==> src/rtl/fifos_arbitro.sv <==
// Four per-lane FIFOs drained round-robin onto one registered, lane-tagged output stream.
// Optional sticky per-lane overflow flags are built when FIFO_ERR_EN is defined.
//
// state  | meaning
// IDLE   | all FIFOs empty, no pushes arriving, no output in flight; idle_out=1
// ACTIVE | words buffered, arriving or being emitted
module fifos_arbitro #(
    parameter int DATA_W = 8,
    parameter int DEPTH  = 4,
    parameter int AF_TH  = 3,
    parameter int AE_TH  = 1
) (
    input  logic              clk,
    input  logic              reset_L,
    input  logic [DATA_W-1:0] data_0_cond,
    input  logic [DATA_W-1:0] data_1_cond,
    input  logic [DATA_W-1:0] data_2_cond,
    input  logic [DATA_W-1:0] data_3_cond,
    input  logic              valid_0_cond,
    input  logic              valid_1_cond,
    input  logic              valid_2_cond,
    input  logic              valid_3_cond,
    input  logic              pop_ready,
    output logic [DATA_W-1:0] data_out,
    output logic [1:0]        dest_out,
    output logic              valid_out,
    output logic [3:0]        almost_full,
    output logic [3:0]        almost_empty,
    output logic [3:0]        empty,
    output logic              pause,
    output logic              idle_out,
    output logic [3:0]        fifo_error
);

    localparam int PW = $clog2(DEPTH);
    localparam int CW = PW + 1;

    typedef enum logic {IDLE = 1'b0, ACTIVE = 1'b1} state_t;

    state_t            state_q, state_d;
    logic [DATA_W-1:0] mem    [4][DEPTH];
    logic [PW-1:0]     wr_ptr [4];
    logic [PW-1:0]     rd_ptr [4];
    logic [CW-1:0]     count  [4];
    logic [DATA_W-1:0] din    [4];
    logic [3:0]        push_req;
    logic [3:0]        push;
    logic [3:0]        pop;
    logic [1:0]        rr_ptr;
    logic [1:0]        grant;
    logic              grant_vld;

    assign din[0]   = data_0_cond;
    assign din[1]   = data_1_cond;
    assign din[2]   = data_2_cond;
    assign din[3]   = data_3_cond;
    assign push_req = {valid_3_cond, valid_2_cond, valid_1_cond, valid_0_cond};

    // Descending scan so the lane closest to rr_ptr is the last (winning) assignment.
    always_comb begin
        grant_vld = 1'b0;
        grant     = rr_ptr;
        for (int k = 3; k >= 0; k--) begin
            if (pop_ready && !empty[rr_ptr + 2'(k)]) begin
                grant_vld = 1'b1;
                grant     = rr_ptr + 2'(k);
            end
        end
    end

    always_comb begin
        pop = 4'b0000;
        if (grant_vld) pop = 4'b0001 << grant;
    end

    // A full FIFO still accepts a push when it is popped in the same cycle.
    always_comb begin
        for (int l = 0; l < 4; l++) begin
            push[l] = push_req[l] && ((count[l] != CW'(DEPTH)) || pop[l]);
        end
    end

    always_comb begin
        for (int l = 0; l < 4; l++) begin
            empty[l]        = (count[l] == '0);
            almost_full[l]  = (count[l] >= CW'(AF_TH));
            almost_empty[l] = (count[l] <= CW'(AE_TH));
        end
    end

    assign pause = |almost_full;

    always_ff @(posedge clk or negedge reset_L) begin
        if (!reset_L) begin
            for (int l = 0; l < 4; l++) begin
                wr_ptr[l] <= '0;
                rd_ptr[l] <= '0;
                count[l]  <= '0;
            end
        end else begin
            for (int l = 0; l < 4; l++) begin
                if (push[l]) wr_ptr[l] <= wr_ptr[l] + 1'b1;
                if (pop[l])  rd_ptr[l] <= rd_ptr[l] + 1'b1;
                count[l] <= count[l] + CW'(push[l]) - CW'(pop[l]);
            end
        end
    end

    always_ff @(posedge clk) begin
        for (int l = 0; l < 4; l++) begin
            if (push[l]) mem[l][wr_ptr[l]] <= din[l];
        end
    end

    always_ff @(posedge clk or negedge reset_L) begin
        if (!reset_L) begin
            data_out  <= '0;
            dest_out  <= '0;
            valid_out <= 1'b0;
            rr_ptr    <= '0;
        end else begin
            valid_out <= grant_vld;
            if (grant_vld) begin
                data_out <= mem[grant][rd_ptr[grant]];
                dest_out <= grant;
                rr_ptr   <= grant + 2'd1;
            end
        end
    end

    always_ff @(posedge clk or negedge reset_L) begin
        if (!reset_L) state_q <= IDLE;
        else          state_q <= state_d;
    end

    always_comb begin
        state_d = state_q;
        case (state_q)
            IDLE:    if (!(&empty) || (|push_req)) state_d = ACTIVE;
            ACTIVE:  if ((&empty) && !(|push_req) && !grant_vld) state_d = IDLE;
            default: state_d = IDLE;
        endcase
    end

    always_comb begin
        idle_out = (state_q == IDLE);
    end

`ifdef FIFO_ERR_EN
    logic [3:0] err_q;

    always_ff @(posedge clk or negedge reset_L) begin
        if (!reset_L) err_q <= 4'b0000;
        else          err_q <= err_q | (push_req & ~push);
    end

    assign fifo_error = err_q;
`else
    assign fifo_error = 4'b0000;
`endif

endmodule
==> config.mk <==
export PLATFORM = sky130hd
export DESIGN_NAME = fifos_arbitro
export DESIGN_NICKNAME = d
export VERILOG_FILES = /design/src/rtl/fifos_arbitro.sv
export SDC_FILE = /design/constraint.sdc
export NUM_CORES = 1
export LEC_CHECK = 0
export CAP_MARGIN = 10
export CORE_MARGIN = 2
export CORE_UTILIZATION = 55
export DETAILED_ROUTE_END_ITERATION = 8
export PLACE_DENSITY = 0.83
export RECOVER_POWER = 50
export SYNTH_ARGS = -nofsm -noshare
export SYNTH_HDL_FRONTEND = slang
export SYNTH_SLANG_ARGS = --single-unit
export TNS_END_PERCENT = 30
==> constraint.sdc <==
create_clock -name clk -period 4.2 [get_ports clk]
set_input_delay 0.42 -clock clk [delete_from_list [all_inputs] [get_ports clk]]
set_output_delay 0.42 -clock clk [all_outputs]
set_load 0.05 [all_outputs]
==> results of run 1 <==
## cell usage after synthesis, types with 15 or more instances
cell type,instances
nand2_1,70
o21a_1,15
dfrtp_1,42
edfxtp_1,128
mux2i_1,48
nor3_1,15
o22ai_1,46
ha_1,35
a21oi_1,15
and2_1,16
inv_1,36
a22oi_1,15
nor2_1,15
## through the flow
| step | setup WS (ps) | std cells |
|---|---|---|
| after floorplan | 171.6 | 641 |
| after global placement | 173.2 | 882 |
| after detailed placement | 48.21 | 882 |
| after CTS | 318.8 | 913 |
| after global routing | 52.30 | 913 |
| final | 237.4 | 913 |
## state kept, by name, summed over array words and instances, names as in the netlist
name / cells
mem: 128
state_q: 1
dest_out: 2
count: 12
data_out: 8
wr_ptr: 8
rr_ptr: 2
rd_ptr: 8
valid_out: 1
## worst max-delay path, cell delays in order (launching register included)
cell and delay, ps:
dfrtp_1 460, or3_4 460, a2bb2oi_1 430, a21oi_1 130, buf_4 180, a21oi_1 360
a221oi_1 150, o22ai_1 250, or2_1 560, o31ai_1 170, a2111oi_0 540, o21ai_1 130
## final cells by class
cell class / count / share of cell area
clock buffer: 17 / 0.04424
clock inverter: 14 / 0.01236
inverter: 39 / 0.01522
multi-input combinational: 400 / 0.3087
sequential: 170 / 0.5090
tap: 184 / 0.02394
timing repair buffer: 89 / 0.08653
## cells by family after synthesis
kind of cell | count (synthesis) | synth area share
flops | 170 | 0.5986
compound gates | 148 | 0.1301
simple gates | 139 | 0.08126
buf+inv | 71 | 0.04070
mux | 50 | 0.06182
fa+ha+maj | 39 | 0.06335
xor+xnor | 20 | 0.02372
other cells | 1 | 0.0004586
## per-layer routing
| metal | track usage | vias up | part of all wire |
|---|---|---|---|
| li1 | - | 2529 | - |
| met1 | 0.3030 | 2752 | 0.38 |
| met2 | 0.4352 | 308 | 0.52 |
| met3 | 0.05523 | 57 | 0.070 |
| met4 | 0.08856 | 0 | 0.030 |
| met5 | 0 | - | 0 |
## worst max path at each step
stage                     slack [ps]     endpoint  cells past startpoint      start
final                            240  data_out[5]                     11   count[1]
after global routing              50     count[2]                     16   count[1]
after CTS                        320     count[8]                     16   count[1]
after detailed placement          50     count[2]                     16  pop_ready
after global placement           170     count[2]                     16  pop_ready
after floorplan                  170     count[2]                     16   count[9]
==> qor.txt, run 1 <==
Post-synth top flop = edfxtp_1
final hold violations = 0
dpl cell area = 9079 sq um
Layout Area Growth over Synthesis = 17.60%
Skew-Pair Late Insertion Delay = 430 ps
Die Area = 15,860 sq um
Worst EP required = 4490 ps
clk_skew = 12.88 ps
critical path arrival = 4250 ps
Initial DRC Count = 593
outcome = finished with violations
worst rel slew slack = -0.6609
failing checks = capacitance limit, slew limit
Post-synth ARST share = 0.2471
Distinct cells, synth = 58
hold path depth = 1
Initial DRT Pass Iterations = 6
R2R setup slack = 240 ps
final core utilization = 0.6616
Final ANT Viol Nets = 0
Post-synth EDFFs = 128
Post-CTS Setup Bufs = 0
crit path time final = 3963 ps
ant diodes = 0
Reg2Reg Launch Point = count[1]
largest net degree at the start of global routing = 53
CTS resizes = 0
clk slew on worst S/H paths = 60 ps
Mapped Cells = 638
global route overflow = 0
Fmax = 252.4 MHz
Clock Path Buffers = 2
Num CTS Buffers = 17
CTS H-tree depth = 4
YS warnings = 0
Avg Cell Area, Syn = 12.82 sq um
die extent in x = 125.9 um
total track usage = 0.2481
Vias per Instance = 6.184
FILL cells = 1,079
Final Max Tran Viols = 43
TritonCTS clock tree = yes
WL final = 19.34 mm
HP Start = rd_ptr[3]
CTS Hold Bufs = 0
Mapped Area = 8177 sq um
Setup TNS Final = 0 ps
hold path endpoint = rd_ptr[3]
design area = 9615 sq um
Final Wtd Congestion = 0.9169
synthesized flop and latch total = 170
Residual DRC = 0
Crit Path Max Fanout = 16
IO Pins = 68
initial antenna violation count = 0
top cell type's share of synthesized area = 0.4701
vias in the first global route = 5,498
most common cell after layout, fill and taps aside = edfxtp_1
DR vias = 5,646
Port-buffer cells = 63
period utilization = 0.9435
FF-to-FF End = data_out[5]
HPWL Detailed = 13.25 mm
crit path kind = reg -> reg
Min Hold Slack = 477.2 ps
synth top area cells = edfxtp_1 (47%), dfrtp_1 (13%), mux2i_1 (5.9%)
Seq/Total Area, Yosys = 0.5986
most frequent cells in the layout = edfxtp_1 (128), nand2_1 (70), mux2i_1 (48)
multi-input logic area = 2968 sq um
WL/cell = 21.18 um
layout cells sized above 1 = 0.09739
register area = 4895 sq um
Worst Hold Class = reg -> reg
area of the core = 14,530 sq um
Row Count = 44
setup violators final = 0
Synth area leader = edfxtp_1
root buffer cell = clkbuf_16
Worst-Margin Slew = 2491 ps
initial core utilization = 0.5626
chip height = 125.9 um
element type at the critical path start = flop
CTS sink count = 170
first-pass GRT wire length = 29.99 mm
nets = 795
Crit. End Element = flop
RSZ-0062 raised after global routing = false
number of cells on the worst reg-to-reg path = 11
number of max-cap violations = 1
Power of run 1 is left out: the tool's default activity adds up to more than one toggle a clock period on the data nets, which glitch-free logic cannot reach.
==> run 2, diff against run 1 <==
- CAP_MARGIN: 10 -> default
==> results of run 2 <==
Final layout, timing and power as in run 1 (identical DEF).
Power of run 2 is left out for the same reason.
==> run 3, diff against run 2 <==
- CAP_MARGIN: default -> 10
- CORE_UTILIZATION: 55 -> 53
- PLACE_DENSITY: 0.83 -> 0.84
- clock period: 4.2 -> 3.53 ns (I/O delays scaled with it)
==> run 3 against run 2 <==
Against the previous run: the run ends with capacitance limit, slew limit, setup timing left; via count is 4.0% higher; non-clock buffer count grew 45; maximum frequency is 11% higher; wire length increased by 1.4%; global-route usage is essentially flat; cell area rose by 6.5%; die area up 3.6%; clock-buffer cell count rose by 1; clock skew shrank 3.6 ps; flip-flop and latch count stayed put; core utilization rose by 1.5 points; register-to-register slack got worse by 290 ps; critical endpoint is now count[1]; largest cell class unchanged; highest routed layer unchanged.
==> qor.txt, run 3 (synthesized netlist as in run 1, its figures left out) <==
outcome = finished with violations
failing checks = capacitance limit, slew limit, setup timing
worst rel slew slack = -0.7560 (-0.09515)
wire length on met1 = 7.129 mm (-4.1%)
Final Max Tran Viols = 43 (unchanged)
Skew-Pair Late Insertion Delay = 430 ps (about the same)
crit path time final = 3579 ps (-384.0 ps)
TritonCTS clock tree = yes
CTS H-tree depth = 4 (unchanged)
most common cell after layout, fill and taps aside = edfxtp_1
nets = 840 (+5.7%)
period utilization = 1.014 (+0.07030)
CTS sink count = 170 (unchanged)
Min Hold Slack = 483.1 ps (+5.839 ps)
DR vias = 5,874 (+4.0%)
most frequent cells in the layout = edfxtp_1 (128), nand2_1 (69), buf_4 (59)
WL final = 19.62 mm (+1.4%)
Die Area = 16,440 sq um (+3.6%)
area of the core = 15,150 sq um (+4.2%)
RSZ-0062 raised after global routing = true
Layout Area Growth over Synthesis = 25.25%
R2R setup slack = -50 ps (-290 ps)
initial core utilization = 0.5399 (-0.02273)
Worst Hold Class = reg -> reg
dpl cell area = 9510 sq um (+4.8%)
Detail Route met2 WL = 10.18 mm (+2.0%)
Residual DRC = 0 (unchanged)
setup ws final = -48.62 ps (-286.0 ps)
multi-input logic area = 3103 sq um (+4.6%)
first-pass GRT wire length = 30.49 mm (+1.7%)
register area = 4895 sq um (unchanged)
largest net degree at the start of global routing = 43 (-19%)
final hold violations = 0 (unchanged)
CTS Hold Bufs = 0 (unchanged)
Crit Path Max Fanout = 14 (-2)
final core utilization = 0.6762 (+0.01458)
clk_skew = 9.295 ps (-3.587 ps)
Initial DRT Pass Iterations = 5 (-1)
number of max-cap violations = 1 (unchanged)
Final Wtd Congestion = 0.8976 (-2.1%)
Row Count = 45 (+2.3%)
design area = 10,240 sq um (+6.5%)
layout cells sized above 1 = 0.1897 (+0.09228)
element type at the critical path start = flop
Clock Path Buffers = 2 (unchanged)
Worst EP required = 3860 ps (-630 ps)
met3 WL = 1.372 mm (+1.3%)
ant diodes = 0 (unchanged)
Vias per Instance = 6.100 (-1.4%)
IO Pins = 68 (unchanged)
Fmax = 279.4 MHz (+11%)
vias in the first global route = 5,826 (+6.0%)
total track usage = 0.2485 (+0.0003472)
max reg flops = 128 (unchanged)
Initial DRC Count = 564 (-4.9%)
WL/cell = 20.37 um (-3.8%)
Worst-Margin Slew = 2634 ps (+142.7 ps)
root buffer cell = clkbuf_16
critical path arrival = 3910 ps (-340 ps)
global route overflow = 0 (unchanged)
FILL cells = 1,009 (-6.5%)
Port-buffer cells = 63 (unchanged)
initial antenna violation count = 0 (unchanged)
HPWL Detailed = 13.78 mm (+4.0%)
Final ANT Viol Nets = 0 (unchanged)
Crit. End Element = flop
crit path kind = reg -> reg
Num CTS Buffers = 17 (unchanged)
setup violators final = 4 (+4)
chip height = 128.2 um (+1.8%)
top layer in use = met4
clk slew on worst S/H paths = 70 ps (about the same)
die extent in x = 128.2 um (+1.8%)
==> run 3: final timing paths <==
| kind | from | to | cells past startpoint |
|---|---|---|---|
| worst max-delay path | rr_ptr[1] | count[1] | 17 |
| worst min-delay path | rd_ptr[3] | rd_ptr[3] | 1 |
| worst max register to register | rr_ptr[1] | count[1] | 17 |
| worst min register to register | rd_ptr[3] | rd_ptr[3] | 1 |
| max in group asynchronous | reset_L | wr_ptr[0] | 1 |
| min in group asynchronous | reset_L | count[10] | 1 |
==> run 3: through the flow <==
| step | TNS, ps | instances | setup slack, ps |
|---|---|---|---|
| 3_5_place_dp | -6630 | 919 | -404.3 |
| 4_1_cts | 0 | 954 | 0.3446 |
| 3_3_place_gp | -2611 | 919 | -257.2 |
| 2_1_floorplan | -1493 | 641 | -241.4 |
| 6_report | -85.47 | 963 | -48.62 |
| 5_1_grt | -1368 | 963 | -181.7 |
==> run 3: area by class of cell <==
cell class | count | share of cell area
tap | 188 | 0.02297
timing repair buffer | 134 | 0.1262
inverter | 39 | 0.01552
multi-input combinational | 400 | 0.3030
sequential | 170 | 0.4779
clock buffer | 18 | 0.04191
clock inverter | 14 | 0.01246
==> run 3: metal layers <==
| metal | track usage | up-vias |
|---|---|---|
| met4 | 0.1261 | 0 |
| met5 | 0 | - |
| li1 | - | 2628 |
| met3 | 0.04549 | 92 |
| met1 | 0.2936 | 2837 |
| met2 | 0.4349 | 317 |
==> run 3: critical path, cell delays in order (launching register included) <==
cell and delay, ps:
dfrtp_1 430, buf_4 220, nor4_1 270, a31oi_1 80
a21oi_1 210, buf_4 160, nand2_1 100, nor3_4 280
buf_6 160, nor3_4 50, o41a_1 400, inv_1 70
ha_1 210, inv_1 60, ha_2 160, inv_2 40
fa_2 520, inv_2 40
==> run 3: what timing repair did <==
item / in CTS / in global routing
hold endpoints to repair: 0 / 0
pin swaps: 3 / 10
cloned: 0 / 0
setup buffers: 3 / 10
resized for setup: 5 / 24
endpoints found under the setup margin: 7 / 43
Power of run 3 is left out for the same reason.
